### config.mk
export PLATFORM = sky130hd
export DESIGN_NAME = noc_packet_injector
export DESIGN_NICKNAME = d
export VERILOG_FILES = /design/src/rtl/noc_packet_injector.sv
export SDC_FILE = /design/constraint.sdc
export NUM_CORES = 1
export LEC_CHECK = 0
export ABC_AREA = 1
export CAP_MARGIN = 20
export CORE_MARGIN = 5
export CORE_UTILIZATION = 45
export DETAILED_ROUTE_END_ITERATION = 8
export PLACE_DENSITY = 0.88
export SETUP_SLACK_MARGIN = 0.1
export SYNTH_ARGS = -nofsm -noshare
export SYNTH_HDL_FRONTEND = slang
export SYNTH_SLANG_ARGS = --single-unit
### constraint.sdc
create_clock -name clk -period 1.7 [get_ports clk]
set_input_delay 0.255 -clock clk [delete_from_list [all_inputs] [get_ports clk]]
set_output_delay 0.255 -clock clk [all_outputs]
set_load 0.005 [all_outputs]
### src/rtl/noc_packet_injector.sv
// NoC local-port injector: one command plus FLITS-1 payload words become HEAD, BODY..., TAIL flits at 1 flit/cycle.
// Flits are registered (1-cycle latency); cmd_ready/pl_ready fall whenever a held flit is stalled by ready_out.
module noc_packet_injector #(
  parameter int N          = 6,
  parameter int INDEX      = 0,
  parameter int DATA_WIDTH = 32,
  parameter int FLITS      = 6,
  localparam int DEST_W    = $clog2(N)
) (
  input  logic                  clk,
  input  logic                  rst,
  input  logic [DEST_W-1:0]     cmd_dest,
  input  logic                  cmd_valid,
  output logic                  cmd_ready,
  input  logic [DATA_WIDTH-3:0] pl_data,
  input  logic                  pl_valid,
  output logic                  pl_ready,
  output logic [DATA_WIDTH-1:0] data_out,
  output logic                  valid_out,
  input  logic                  ready_out,
  output logic                  drop_pulse,
  output logic [7:0]            pkt_seq
);

  localparam int                CNT_W  = (FLITS > 2) ? $clog2(FLITS) : 1;
  localparam logic [CNT_W-1:0]  LAST   = CNT_W'(FLITS - 2);
  localparam logic [DEST_W-1:0] SRC    = DEST_W'(INDEX);
  localparam logic [DEST_W:0]   N_L    = (DEST_W + 1)'(N);
  localparam logic [1:0]        T_HEAD = 2'b01;
  localparam logic [1:0]        T_BODY = 2'b10;
  localparam logic [1:0]        T_TAIL = 2'b11;

  typedef enum logic [1:0] {IDLE, PAYLD, DROP} state_t;

  state_t                  state_q, state_d;
  logic [CNT_W-1:0]        cnt_q, cnt_d;
  logic [7:0]              seq_q, seq_d;
  logic                    vld_q, vld_d;
  logic [DATA_WIDTH-1:0]   dat_q, dat_d;
  logic                    drop_q, drop_d;
  logic [DATA_WIDTH-1:0]   head;
  logic                    adv;
  logic                    is_last;

  // The output register may be overwritten only when empty or draining this cycle.
  assign adv     = !vld_q || ready_out;
  assign is_last = (cnt_q == LAST);

  always_comb begin
    head = '0;
    head[DATA_WIDTH-1 -: 2]                = T_HEAD;
    head[DATA_WIDTH-3 -: DEST_W]           = cmd_dest;
    head[DATA_WIDTH-3-DEST_W -: DEST_W]    = SRC;
    head[DATA_WIDTH-3-2*DEST_W -: 8]       = seq_q;
  end

  always_comb begin
    state_d   = state_q;
    cnt_d     = cnt_q;
    seq_d     = seq_q;
    vld_d     = vld_q;
    dat_d     = dat_q;
    drop_d    = 1'b0;
    cmd_ready = 1'b0;
    pl_ready  = 1'b0;
    if (adv) vld_d = 1'b0;

    case (state_q)
      IDLE: begin
        cmd_ready = adv;
        if (cmd_valid && adv) begin
          cnt_d = '0;
          if ({1'b0, cmd_dest} < N_L) begin
            vld_d   = 1'b1;
            dat_d   = head;
            state_d = PAYLD;
          end else begin
            state_d = DROP;
          end
        end
      end
      PAYLD: begin
        pl_ready = adv;
        if (pl_valid && adv) begin
          vld_d = 1'b1;
          dat_d = {(is_last ? T_TAIL : T_BODY), pl_data};
          cnt_d = cnt_q + 1'b1;
          if (is_last) begin
            seq_d   = seq_q + 8'd1;
            state_d = IDLE;
          end
        end
      end
      DROP: begin
        // Discarded payload never touches the output register, so it is never back-pressured.
        pl_ready = 1'b1;
        if (pl_valid) begin
          cnt_d = cnt_q + 1'b1;
          if (is_last) begin
            drop_d  = 1'b1;
            state_d = IDLE;
          end
        end
      end
      default: state_d = IDLE;
    endcase

    if (!rst) begin
      cmd_ready = 1'b0;
      pl_ready  = 1'b0;
    end
  end

  always_ff @(posedge clk) begin
    if (!rst) begin
      state_q <= IDLE;
      cnt_q   <= '0;
      seq_q   <= 8'd0;
      vld_q   <= 1'b0;
      dat_q   <= '0;
      drop_q  <= 1'b0;
    end else begin
      state_q <= state_d;
      cnt_q   <= cnt_d;
      seq_q   <= seq_d;
      vld_q   <= vld_d;
      dat_q   <= dat_d;
      drop_q  <= drop_d;
    end
  end

  assign data_out   = dat_q;
  assign valid_out  = vld_q;
  assign drop_pulse = drop_q;
  assign pkt_seq    = seq_q;

endmodule

==> summary.txt, run 1 <==
Global routing
  • Vias in the first global route: between 2000 and 2500
  • GR Overflow Total: 0
  • GRT Total Usage: between 20 and 25%
  • First-pass GRT wire length: between 10 and 15 mm
  • Initial antenna violation count: 0
  • Largest net degree at the start of global routing: 40

Logic synthesis
  • Register area share after synthesis: approximately 40%
  • FF+latch count, synth: 47
  • Post-Syn Nets: about 400
  • Synth top area share: between 40% and 50%
  • Cell accounting for the most synthesized area: dfxtp_1
  • Synth Cell Area: around 0.0023 mm²
  • Mapped Cells: around 350
  • Syn. warnings: 0
  • Top post-synthesis cells by area: dfxtp_1 41%, nand2_1 23%, a21oi_1 11%
  • Syn Area/Cell: approximately 6.6 µm²
  • Post-synth cell types: 17

Cells and area
  • Synth-to-layout area growth: 57.7%
  • Fraction of layout cells with a size suffix above 1: roughly 15%
  • Final core utilization: between 70% and 80%
  • Fin cells: around 530
  • Number of diodes: 0
  • Final nets: approximately 500

Worst setup path
  • R2R Path End: cnt_q[2]$_SDFFE_PN0P_
  • Worst reg-to-reg setup slack: about 170 ps
  • Cell mode on critical path: inv_2
  • Crit path max-delay cell type: dfxtp_2
  • Req. time, crit path: about 1400 ps
  • Crit end category: output port
  • Worst Setup EP: pl_ready
  • Reg-to-reg critical path startpoint: state_q[0]$_SDFFE_PN0P_
  • CP Cell Sequence: inv_2, buf_6, ha_4, inv_2, a211oi_2, buf_2
  • Worst-path fanout max: 2
  • Crit path max-delay family: buffers and inverters
  • Crit start category: flip-flop
  • CP bufs+invs: 4
  • Stages on worst setup path: 6
  • Max stage delay on crit path: 340 ps
  • CP Class: reg2out
  • Origin of the worst setup path: state_q[0]$_SDFFE_PN0P_
  • Worst Path Arrival: ~1300 ps
  • Worst reg2reg path depth: 9

Power
  • Int Power: approximately 0.0030 W
  • Total power: between 0.004 and 0.005 W
  • Peak VDD IR: between 0.0008 and 0.0009 V
  • Sw Ratio: between 30 and 40%
  • NetSw: approximately 0.0019 W
  • Power Dens Cells: ~1300 mW/mm²
  • Pleak: about 1.6 nW
  • Clock Power Share: roughly 17%
  • Power share of the combinational group: 54.5%
  • Flop pwr share: 28.1%

Drt
  • Via-to-Cell Ratio: approximately 4.9
  • Wirelength per Cell: ~14 µm
  • Drt drc: 0
  • Drt first pass iters: 4
  • Via count: roughly 2600
  • Iter 0 DRT Violations: between 80 and 90
  • Antenna viol nets, final: 0
  • Total wire length: around 7.3 mm

Timing
  • Fmax achieved: 636 MHz
  • RSZ-0062 raised after global routing: yes
  • Final period util: 92.5%
  • Slew @ Worst Pin: 430 ps
  • Slew HR: a little under three quarters
  • Fin Setup TNS: 0 ps
  • Pins Over Slew Limit: 0
  • Fin Clk Skew: 5.13 ps
  • Final setup violation count: 0
  • Final Hold Viols: 0
  • Minimum clock period: around 1600 ps

Floorplanning
  • Row count: 26
  • CORE AREA: between 0.005 and 0.006 mm²
  • Die Area: about 0.0066 mm²
  • Die height: approximately 82 µm
  • I/O pin cnt: between 80 and 90
  • Starting Density: 45.7%
  • DIE WIDTH: between 80 and 90 µm

Placement
  • GPL Wtd Cong: between 0.8 and 0.9
  • Dpl cells: slightly above 500
  • Port Buffer Count: 81
  • Detailed placement HPWL: between 4 and 5 mm

Min path
  • Hold Crit Class: reg2reg

Clock network
  • Clk sinks: 47
  • Clock Pin Slew Worst Setup and Hold Paths: ~80 ps
  • Max Root-Sink Buffers: 2
  • Clk_lat worst skew: around 300 ps
  • CTS tree: built
  • H-tree Lvls: 2
  • Total CTS buffers: 5
  • Clock root cell: clkbuf_8

Status
  • Status: finished clean

Run
  • Max cap viols: 0
worst reg2reg max path, delay by kind of cell, from the launching register on:
family / cells / cell delay [ps]
simple gates: 2 / 140
compound gates: 2 / 210
flops: 1 / 340
fa+ha+maj: 1 / 160
buf+inv: 4 / 560
cell usage after synthesis (all sizes together):
cell type,count
a211oi,1
a21oi,50
buf,7
clkbuf,9
dfxtp,47
ha,7
inv,50
nand2,140
nand3,11
nand3b,1
nand4,3
nor2,10
nor3,2
o21ai,13
what timing repair did:
item | CTS | global route
pin swaps | 2 | 6
setup buffers | 3 | 1
resized for setup | 22 | 30
hold buffers | 0 | 0
setup endpoints to repair | 35 | 40
cloned | 3 | 2
metal layers:
metal	up-vias	track usage, %	wire [µm]
li1	1300	-	-
met1	1197	24.7	3000
met2	71	36.1	3790
met3	15	4.61	370
met4	0	7.60	159
met5	-	0	0
power by group through the flow:
stage,Clock [W],Sequential (W),Combinational (W)
4_1_cts,0.000859,0.00135,0.00238
3_3_place_gp,0,0.00137,0.00195
6_report,0.000840,0.00136,0.00263
2_1_floorplan,0,0.00138,0.00119
5_1_grt,0.000912,0.00138,0.00287
3_5_place_dp,0,0.00137,0.00202
worst min path at each step:
stage | start | end | slack (ps) | cells after the start
2_1_floorplan | cmd_valid | valid_out$_SDFF_PN0_ | 400 | 2
3_3_place_gp | data_out[21]$_SDFFE_PN0P_ | data_out[21]$_SDFFE_PN0P_ | 450 | 2
3_5_place_dp | data_out[0]$_SDFFE_PN0P_ | data_out[0]$_SDFFE_PN0P_ | 460 | 2
4_1_cts | data_out[0]$_SDFFE_PN0P_ | data_out[0]$_SDFFE_PN0P_ | 470 | 2
5_1_grt | data_out[0]$_SDFFE_PN0P_ | data_out[0]$_SDFFE_PN0P_ | 490 | 2
6_report | data_out[0]$_SDFFE_PN0P_ | data_out[0]$_SDFFE_PN0P_ | 470 | 2
placed cells by master (no fill, tap or decap), drive strengths merged:
cell type | synthesis | layout
nor3 | 2 | 2
dfxtp | 47 | 47
clkdlybuf4s50 | 0 | 79
a211oi | 1 | 1
buf | 7 | 30
a21oi | 50 | 50
nand3 | 11 | 11
inv | 50 | 50
bufinv | 0 | 1
nand4 | 3 | 3
nand3b | 1 | 4
o21ai | 13 | 13
nor2 | 10 | 10
nand2 | 140 | 140
ha | 7 | 7
clkinv | 0 | 1
clkbuf | 9 | 6
final cells by class:
| cell class | count | area (µm²) |
|---|---|---|
| Clock inverter | 2 | 35.0 |
| Sequential cell | 47 | 943 |
| Timing Repair Buffer | 109 | 1040 |
| Clock buffer | 6 | 82.6 |
| Inverter | 50 | 190 |
| Tap cell | 70 | 87.6 |
| Fill cell | 410 | 1410 |
| Multi-Input combinational cell | 241 | 1250 |
stage by stage:
step | instance area [µm²] | worst slack [ps] | hold WS (ps)
floorplan | 2300 | 262 | 402
global placement | 3280 | -165 | 451
detailed placement | 3280 | -215 | 456
CTS | 3520 | 72.9 | 468
global route | 3630 | 53.7 | 488
finish | 3630 | 128 | 466
logic make-up after synthesis:
family	Yosys count	share of synthesized area (%)
AOI/OAI and AO/OA	64	14.0
DFF	47	40.9
adders and majority gates	7	3.80
and+or+nand+nor	167	29.4
buffers and inverters	66	11.9
state kept, by name (all words and copies together) (netlist names):
name and count:
pkt_seq 8, data_out 32, valid_out 1, state_q 2, cnt_q 3, drop_pulse 1
(Power assumes the default switching activity.)
==> run 2, diff against run 1 <==
--- a/config.mk
+++ b/config.mk
@@ -11,7 +11,7 @@
 export CORE_UTILIZATION = 45
 export DETAILED_ROUTE_END_ITERATION = 8
 export PLACE_DENSITY = 0.88
-export SETUP_SLACK_MARGIN = 0.1
+export SETUP_SLACK_MARGIN = 0.5
 export SYNTH_ARGS = -nofsm -noshare
 export SYNTH_HDL_FRONTEND = slang
 export SYNTH_SLANG_ARGS = --single-unit
==> run 2 against run 1 <==
The run now ends with negative setup slack left. Worst setup slack lost 250 ps. Via count grew 28%. Core utilization grew 20 points. Clock skew grew 0.52 ps. Hold slack lost 1.7 ps. Non-clock buffer count grew 31. Fmax shrank 14%. First-iteration DRC count grew to 3.8 times the previous value. Critical path depth grew 3. Sequential share of layout area shrank 4.5 points. Count of clock-buffer cells in the layout is the same. Critical path type is now in2reg. Critical endpoint is now data_out[5]$_SDFFE_PN0P_.
==> summary.txt, run 2 (synthesis gave the netlist of run 1 again) <==
Status
  • Status: complete, but fails checks (was finished clean)
  • Failing checks: negative setup slack

Clock network
  • Total CTS buffers: 5 (unchanged)
  • Clk_lat worst skew: 310 ps (was 300 ps)
  • Max Root-Sink Buffers: 2 (unchanged)
  • Clk sinks: 47 (unchanged)
  • CTS tree: built (unchanged)
  • Hold buffers post-CTS: 0 (unchanged)
  • H-tree Lvls: 2 (unchanged)
  • Clock root cell: clkbuf_8 (unchanged)
  • Clock Pin Slew Worst Setup and Hold Paths: 90 ps (was 80 ps)

Drt
  • Via-to-Cell Ratio: 5.96 (was 4.92)
  • Iter 0 DRT Violations: 333 (was 88)
  • Drt first pass iters: 5 (was 4)
  • Total wire length: 13.0 mm (was 7.32 mm)
  • Drt drc: 0 (unchanged)
  • Wirelength per Cell: 23.5 µm (was 13.9 µm)
  • Antenna viol nets, final: 0 (unchanged)
  • Via count: 3295 (was 2583)

Global routing
  • Met1 Use GR: 29.7% (was 24.7%)
  • Vias in the first global route: 2674 (was 2359)
  • Largest net degree at the start of global routing: 23 (was 40)
  • GR peak layer: met2 (unchanged)
  • GRT met2 Usage: 43.9% (was 36.1%)
  • Grt met3 use: 5.37% (was 4.61%)
  • First-pass GRT wire length: 12.8 mm (was 10.7 mm)
  • GRT Total Usage: 25.2% (was 20.7%)
  • GR Overflow Total: 0 (unchanged)
  • Initial antenna violation count: 0 (unchanged)

Cells and area
  • Final nets: 527 (was 499)
  • Final core utilization: 91.9% (was 72.0%)
  • Max reg flops: 32 (unchanged)
  • Commonest cells after routing, fill and taps aside: 74 x nand2_1, 42 x nand2_4, 42 x a21oi_2, 41 x inv_1, 36 x clkdlybuf4s50_1 (was 133 x nand2_1, 79 x clkdlybuf4s50_1, 45 x inv_1, 45 x a21oi_1, 45 x dfxtp_1)
  • Fraction of layout cells with a size suffix above 1: 51.8% (was 15.4%)
  • Fill count: 165 (was 410)
  • Number of diodes: 0 (unchanged)
  • Final Instance Area: 0.00463 mm² (was 0.00363 mm²)
  • Commonest non-fill, non-tap cell in the layout: nand2_1 (unchanged)
  • Synth-to-layout area growth: 101% (was 57.7%)

Timing
  • Fmax achieved: 549 MHz (was 636 MHz)
  • Slew @ Worst Pin: 389 ps (was 430 ps)
  • Final setup violation count: 26 (was 0)
  • Minimum clock period: 1820 ps (was 1570 ps)
  • Slew HR: 73.8% (was 71.4%)
  • RSZ-0062 raised after global routing: yes (unchanged)
  • Final period util: 107% (was 92.5%)
  • Fin Setup TNS: -1000 ps (was 0 ps)
  • Final Hold Viols: 0 (unchanged)
  • Hold_ws: 465 ps (was 466 ps)
  • Fin Clk Skew: 5.66 ps (was 5.13 ps)
  • PnR worst setup slack: -122 ps (was 128 ps)
  • Pins Over Slew Limit: 0 (unchanged)

Min path
  • Hold Crit Class: reg2reg (unchanged)

Power
  • Peak VDD IR: 0.00107 V (was 0.000840 V)
  • Clock Power Share: 9.9% (was 17.4%)
  • Total power: 0.00714 W (was 0.00483 W)
  • Pleak: 2.36 nW (was 1.57 nW)
  • Flop pwr share: 20.3% (was 28.1%)
  • Sw Ratio: 44.4% (was 38.6%)
  • NetSw: 0.00317 W (was 0.00186 W)
  • Power share of the combinational group: 69.8% (was 54.5%)
  • Power Dens Cells: 1540 mW/mm² (was 1330 mW/mm²)
  • Int Power: 0.00397 W (was 0.00297 W)

Placement
  • GPL Wtd Cong: 0.854 (was 0.861)
  • Port Buffer Count: 81 (unchanged)
  • Placement Cell Area: 0.00338 mm² (was 0.00328 mm²)
  • Detailed placement HPWL: 4.84 mm (was 4.79 mm)

Worst setup path
  • Worst-path fanout max: 6 (was 2)
  • Worst Path Arrival: 2060 ps (was 1320 ps)
  • Crit end category: flip-flop (was output port)
  • Worst reg-to-reg setup slack: -110 ps (was 170 ps)
  • Req. time, crit path: 1930 ps (was 1440 ps)
  • CP Class: in2reg (was reg2out)
  • Crit start category: input port (was flip-flop)

Floorplanning
  • DIE WIDTH: 81.5 µm (unchanged)
  • Die height: 81.5 µm (unchanged)
  • CORE AREA: 0.00504 mm² (unchanged)
  • Die Area: 0.00665 mm² (unchanged)
  • Row count: 26 (unchanged)
  • Starting Density: 45.7% (unchanged)
  • I/O pin cnt: 82 (unchanged)

Run
  • Max cap viols: 0 (unchanged)
-- run 2: per-stage QoR --
stage          setup slack (ps)  std cells
6_report                   -122        553
4_1_cts                    57.4        539
2_1_floorplan               371        351
5_1_grt                    -145        553
3_3_place_gp               -217        511
3_5_place_dp               -200        511
-- run 2: what timing repair did --
action                                  CTS  global route
buffers inserted                         15             9
cloned                                    5             5
gates resized for setup                 130           187
pin swaps                                12            54
endpoints found under the setup margin   90            56
-- run 2: power by group through the flow --
stage | Combinational [W] | Clock, W | Sequential [W]
floorplan | 0.00129 | 0 | 0.00140
global placement | 0.00220 | 0 | 0.00138
detailed placement | 0.00223 | 0 | 0.00138
CTS | 0.00298 | 0.000682 | 0.00137
global route | 0.00515 | 0.000743 | 0.00146
finish | 0.00498 | 0.000707 | 0.00145
-- run 2: final timing paths --
path	from	to	depth (start not counted)
max	pl_valid	data_out[5]$_SDFFE_PN0P_	9
max reg2reg	state_q[0]$_SDFFE_PN0P_	data_out[5]$_SDFFE_PN0P_	10
min	data_out[24]$_SDFFE_PN0P_	data_out[24]$_SDFFE_PN0P_	2
min reg2reg	data_out[24]$_SDFFE_PN0P_	data_out[24]$_SDFFE_PN0P_	2
-- run 2: critical path, cell delays in order --
cell             delay, ps
clkdlybuf4s50_1        640
nand2_2                200
nand2_4                120
nand2_1                110
nor2_4                 180
buf_12                 150
buf_12                 140
nand2_4                 60
a21oi_2                190
-- run 2: layer usage --
layer  vias to the layer above  part of all wire [%]
met5                         -                     0
met1                      1535                    33
met2                       307                    48
met4                         0                   8.0
li1                       1349                     -
met3                       104                    11
-- run 2: cell type report --
type                       instances  area, µm²  area share (%)
multi-input combinational        238       1780            38.5
inverter                          50        203            4.37
clock inverter                     2       12.5           0.270
tap                               70       87.6            1.89
clock buffer                       6       72.6            1.57
timing repair buffer             140       1480            31.9
sequential                        47        995            21.5
==> run 3, diff against run 2 <==
--- a/config.mk
+++ b/config.mk
@@ -6,9 +6,11 @@
 export NUM_CORES = 1
 export LEC_CHECK = 0
 export ABC_AREA = 1
+export ABC_CLOCK_PERIOD_IN_PS = 1700
 export CAP_MARGIN = 20
-export CORE_MARGIN = 5
+export CORE_MARGIN = 2
 export CORE_UTILIZATION = 45
+export CTS_CLUSTER_DIAMETER = 120
 export DETAILED_ROUTE_END_ITERATION = 8
 export PLACE_DENSITY = 0.88
 export SETUP_SLACK_MARGIN = 0.5
==> run 3 against run 2 <==
The run still ends with negative setup slack left. Cell area decreased by 6.8%. Critical endpoint is now data_out[29]$_SDFFE_PN0P_. Critical path type is now reg2reg. Clock skew rose by 4.4 ps. Sequential power is 3% lower. Critical path depth decreased by 1. First-iteration DRC count fell by 28%.
==> summary.txt, run 3 (synthesis gave the netlist of run 1 again) <==
Clock network
  • Clock Pin Slew Worst Setup and Hold Paths: 90 ps (about the same)
  • H-tree Lvls: 2 (unchanged)
  • Max Root-Sink Buffers: 2 (unchanged)
  • Clock root cell: clkbuf_8 (unchanged)
  • Clk sinks: 47 (unchanged)
  • CTS tree: built (unchanged)
  • Clk_lat worst skew: 310 ps (about the same)
  • Total CTS buffers: 5 (unchanged)
  • Hold buffers post-CTS: 0 (unchanged)

Timing
  • Fmax achieved: 573 MHz (was 549 MHz)
  • Final period util: 103% (was 107%)
  • Pins Over Slew Limit: 0 (unchanged)
  • RSZ-0062 raised after global routing: yes (unchanged)
  • Final Hold Viols: 0 (unchanged)
  • Fin Clk Skew: 10.1 ps (was 5.66 ps)
  • PnR worst setup slack: -44.2 ps (was -122 ps)
  • Hold_ws: 467 ps (was 465 ps)
  • Final setup violation count: 6 (was 26)
  • Minimum clock period: 1740 ps (was 1820 ps)
  • Slew HR: 73.3% (was 73.8%)
  • Slew @ Worst Pin: 400 ps (was 389 ps)

Drt
  • Via count: 3102 (was 3295)
  • Antenna viol nets, final: 0 (unchanged)
  • Wirelength per Cell: 19.4 µm (was 23.5 µm)
  • Drt first pass iters: 7 (was 5)
  • Total wire length: 10.7 mm (was 13.0 mm)
  • Drt drc: 0 (unchanged)
  • Via-to-Cell Ratio: 5.63 (was 5.96)
  • Iter 0 DRT Violations: 241 (was 333)

Cells and area
  • Number of diodes: 0 (unchanged)
  • Fill count: 241 (was 165)
  • Max reg flops: 32 (unchanged)
  • Commonest non-fill, non-tap cell in the layout: nand2_1 (unchanged)
  • Commonest cells after routing, fill and taps aside: 87 x nand2_1, 42 x inv_1, 39 x dlygate4sd2_1, 37 x clkdlybuf4s50_1, 36 x buf_4 (was 74 x nand2_1, 42 x nand2_4, 42 x a21oi_2, 41 x inv_1, 36 x clkdlybuf4s50_1)
  • Fraction of layout cells with a size suffix above 1: 42.8% (was 51.8%)
  • Synth-to-layout area growth: 87.6% (was 101%)
  • Final nets: 525 (was 527)
  • Fin cells: 551 (was 553)

Run
  • Max cap viols: 0 (unchanged)

Worst setup path
  • CP Class: reg2reg (was in2reg)
  • Crit start category: flip-flop (was input port)
  • Crit end category: flip-flop (unchanged)
  • Req. time, crit path: 1930 ps (about the same)
  • Worst Path Arrival: 1980 ps (was 2060 ps)
  • Worst-path fanout max: 38 (was 6)

Status
  • Failing checks: negative setup slack (unchanged)
  • Status: complete, but fails checks (unchanged)

Global routing
  • Vias in the first global route: 2750 (was 2674)
  • First-pass GRT wire length: 12.3 mm (was 12.8 mm)
  • Largest net degree at the start of global routing: 39 (was 23)
  • GRT Total Usage: 28.8% (was 25.2%)
  • GR Overflow Total: 0 (unchanged)
  • Initial antenna violation count: 0 (unchanged)

Placement
  • Detailed placement HPWL: 4.56 mm (was 4.84 mm)
  • Dpl cells: 510 (was 511)
  • Port Buffer Count: 81 (unchanged)
  • GPL Wtd Cong: 0.895 (was 0.854)

Power
  • Pleak: 2.13 nW (was 2.36 nW)
  • Peak VDD IR: 0.000930 V (was 0.00107 V)
  • Power Dens Cells: 1480 mW/mm² (was 1540 mW/mm²)

Floorplanning
  • DIE WIDTH: 75.5 µm (was 81.5 µm)
  • I/O pin cnt: 82 (unchanged)
  • Die height: 75.5 µm (was 81.5 µm)
  • Starting Density: 46.0% (was 45.7%)
  • CORE AREA: 0.00501 mm² (was 0.00504 mm²)
  • Row count: 26 (unchanged)
  • Die Area: 0.00570 mm² (was 0.00665 mm²)

Min path
  • Hold Crit Class: reg2reg (unchanged)
## run 3: final cells by class
type	instances	area [µm²]	area share [%]
clock buffers	7	76.3	1.77
clock inverters	1	30.0	0.695
inverters	50	195	4.52
repair buffers	138	1360	31.5
multi-input cells	238	1590	36.8
well taps	70	87.6	2.03
flip-flops and latches	47	977	22.6
## run 3: worst paths after layout
kind                                               start                   endpoint  slack (ps)  cells after the start
worst max-delay path             state_q[0]$_SDFFE_PN0P_  data_out[29]$_SDFFE_PN0P_         -40                      8
worst max register to register   state_q[0]$_SDFFE_PN0P_  data_out[29]$_SDFFE_PN0P_         -40                      8
worst min-delay path            data_out[1]$_SDFFE_PN0P_   data_out[1]$_SDFFE_PN0P_         470                      2
worst min register to register  data_out[1]$_SDFFE_PN0P_   data_out[1]$_SDFFE_PN0P_         470                      2
## run 3: worst max-delay path: stages, from the launching register on
cell,delay (ps)
dfxtp_4,370
buf_6,100
ha_4,120
buf_6,120
buf_4,360
nand2_1,140
nand2_1,170
nand2_4,80
a21oi_4,170
## run 3: power breakdown
part | switching [W] | internal (W) | total, W
Combinational | 0.00213 | 0.00202 | 0.00415
Clock | 0.000391 | 0.000441 | 0.000832
Sequential | 0.000120 | 0.00128 | 0.00140
## run 3: what timing repair did
action | CTS | global route
pin swaps | 19 | 33
resized for setup | 133 | 108
setup endpoints to repair | 90 | 51
setup buffers | 17 | 11
cloned | 5 | 0
## run 3: metal layers
| layer | vias to the layer above | GRT usage (%) | routed length (µm) |
|---|---|---|---|
| met2 | 220 | 51.1 | 5330 |
| met1 | 1476 | 31.7 | 3950 |
| met5 | - | 0 | 0 |
| li1 | 1343 | - | - |
| met4 | 0 | 16.0 | 636 |
| met3 | 63 | 6.22 | 777 |
## run 3: per-stage QoR
stage                     setup slack [ps]  utilization, %  instance area [µm²]  power [W]  setup TNS (ps)
final                                -44.2            86.2                 4320    0.00638            -116
after global routing                  -110            86.2                 4320    0.00660           -1070
after CTS                              121            76.9                 3850    0.00519               0
after detailed placement              -210            66.8                 3350    0.00351           -3740
after global placement                -175            66.8                 3350    0.00345           -2520
after floorplan                        371               -                 2360    0.00268               0
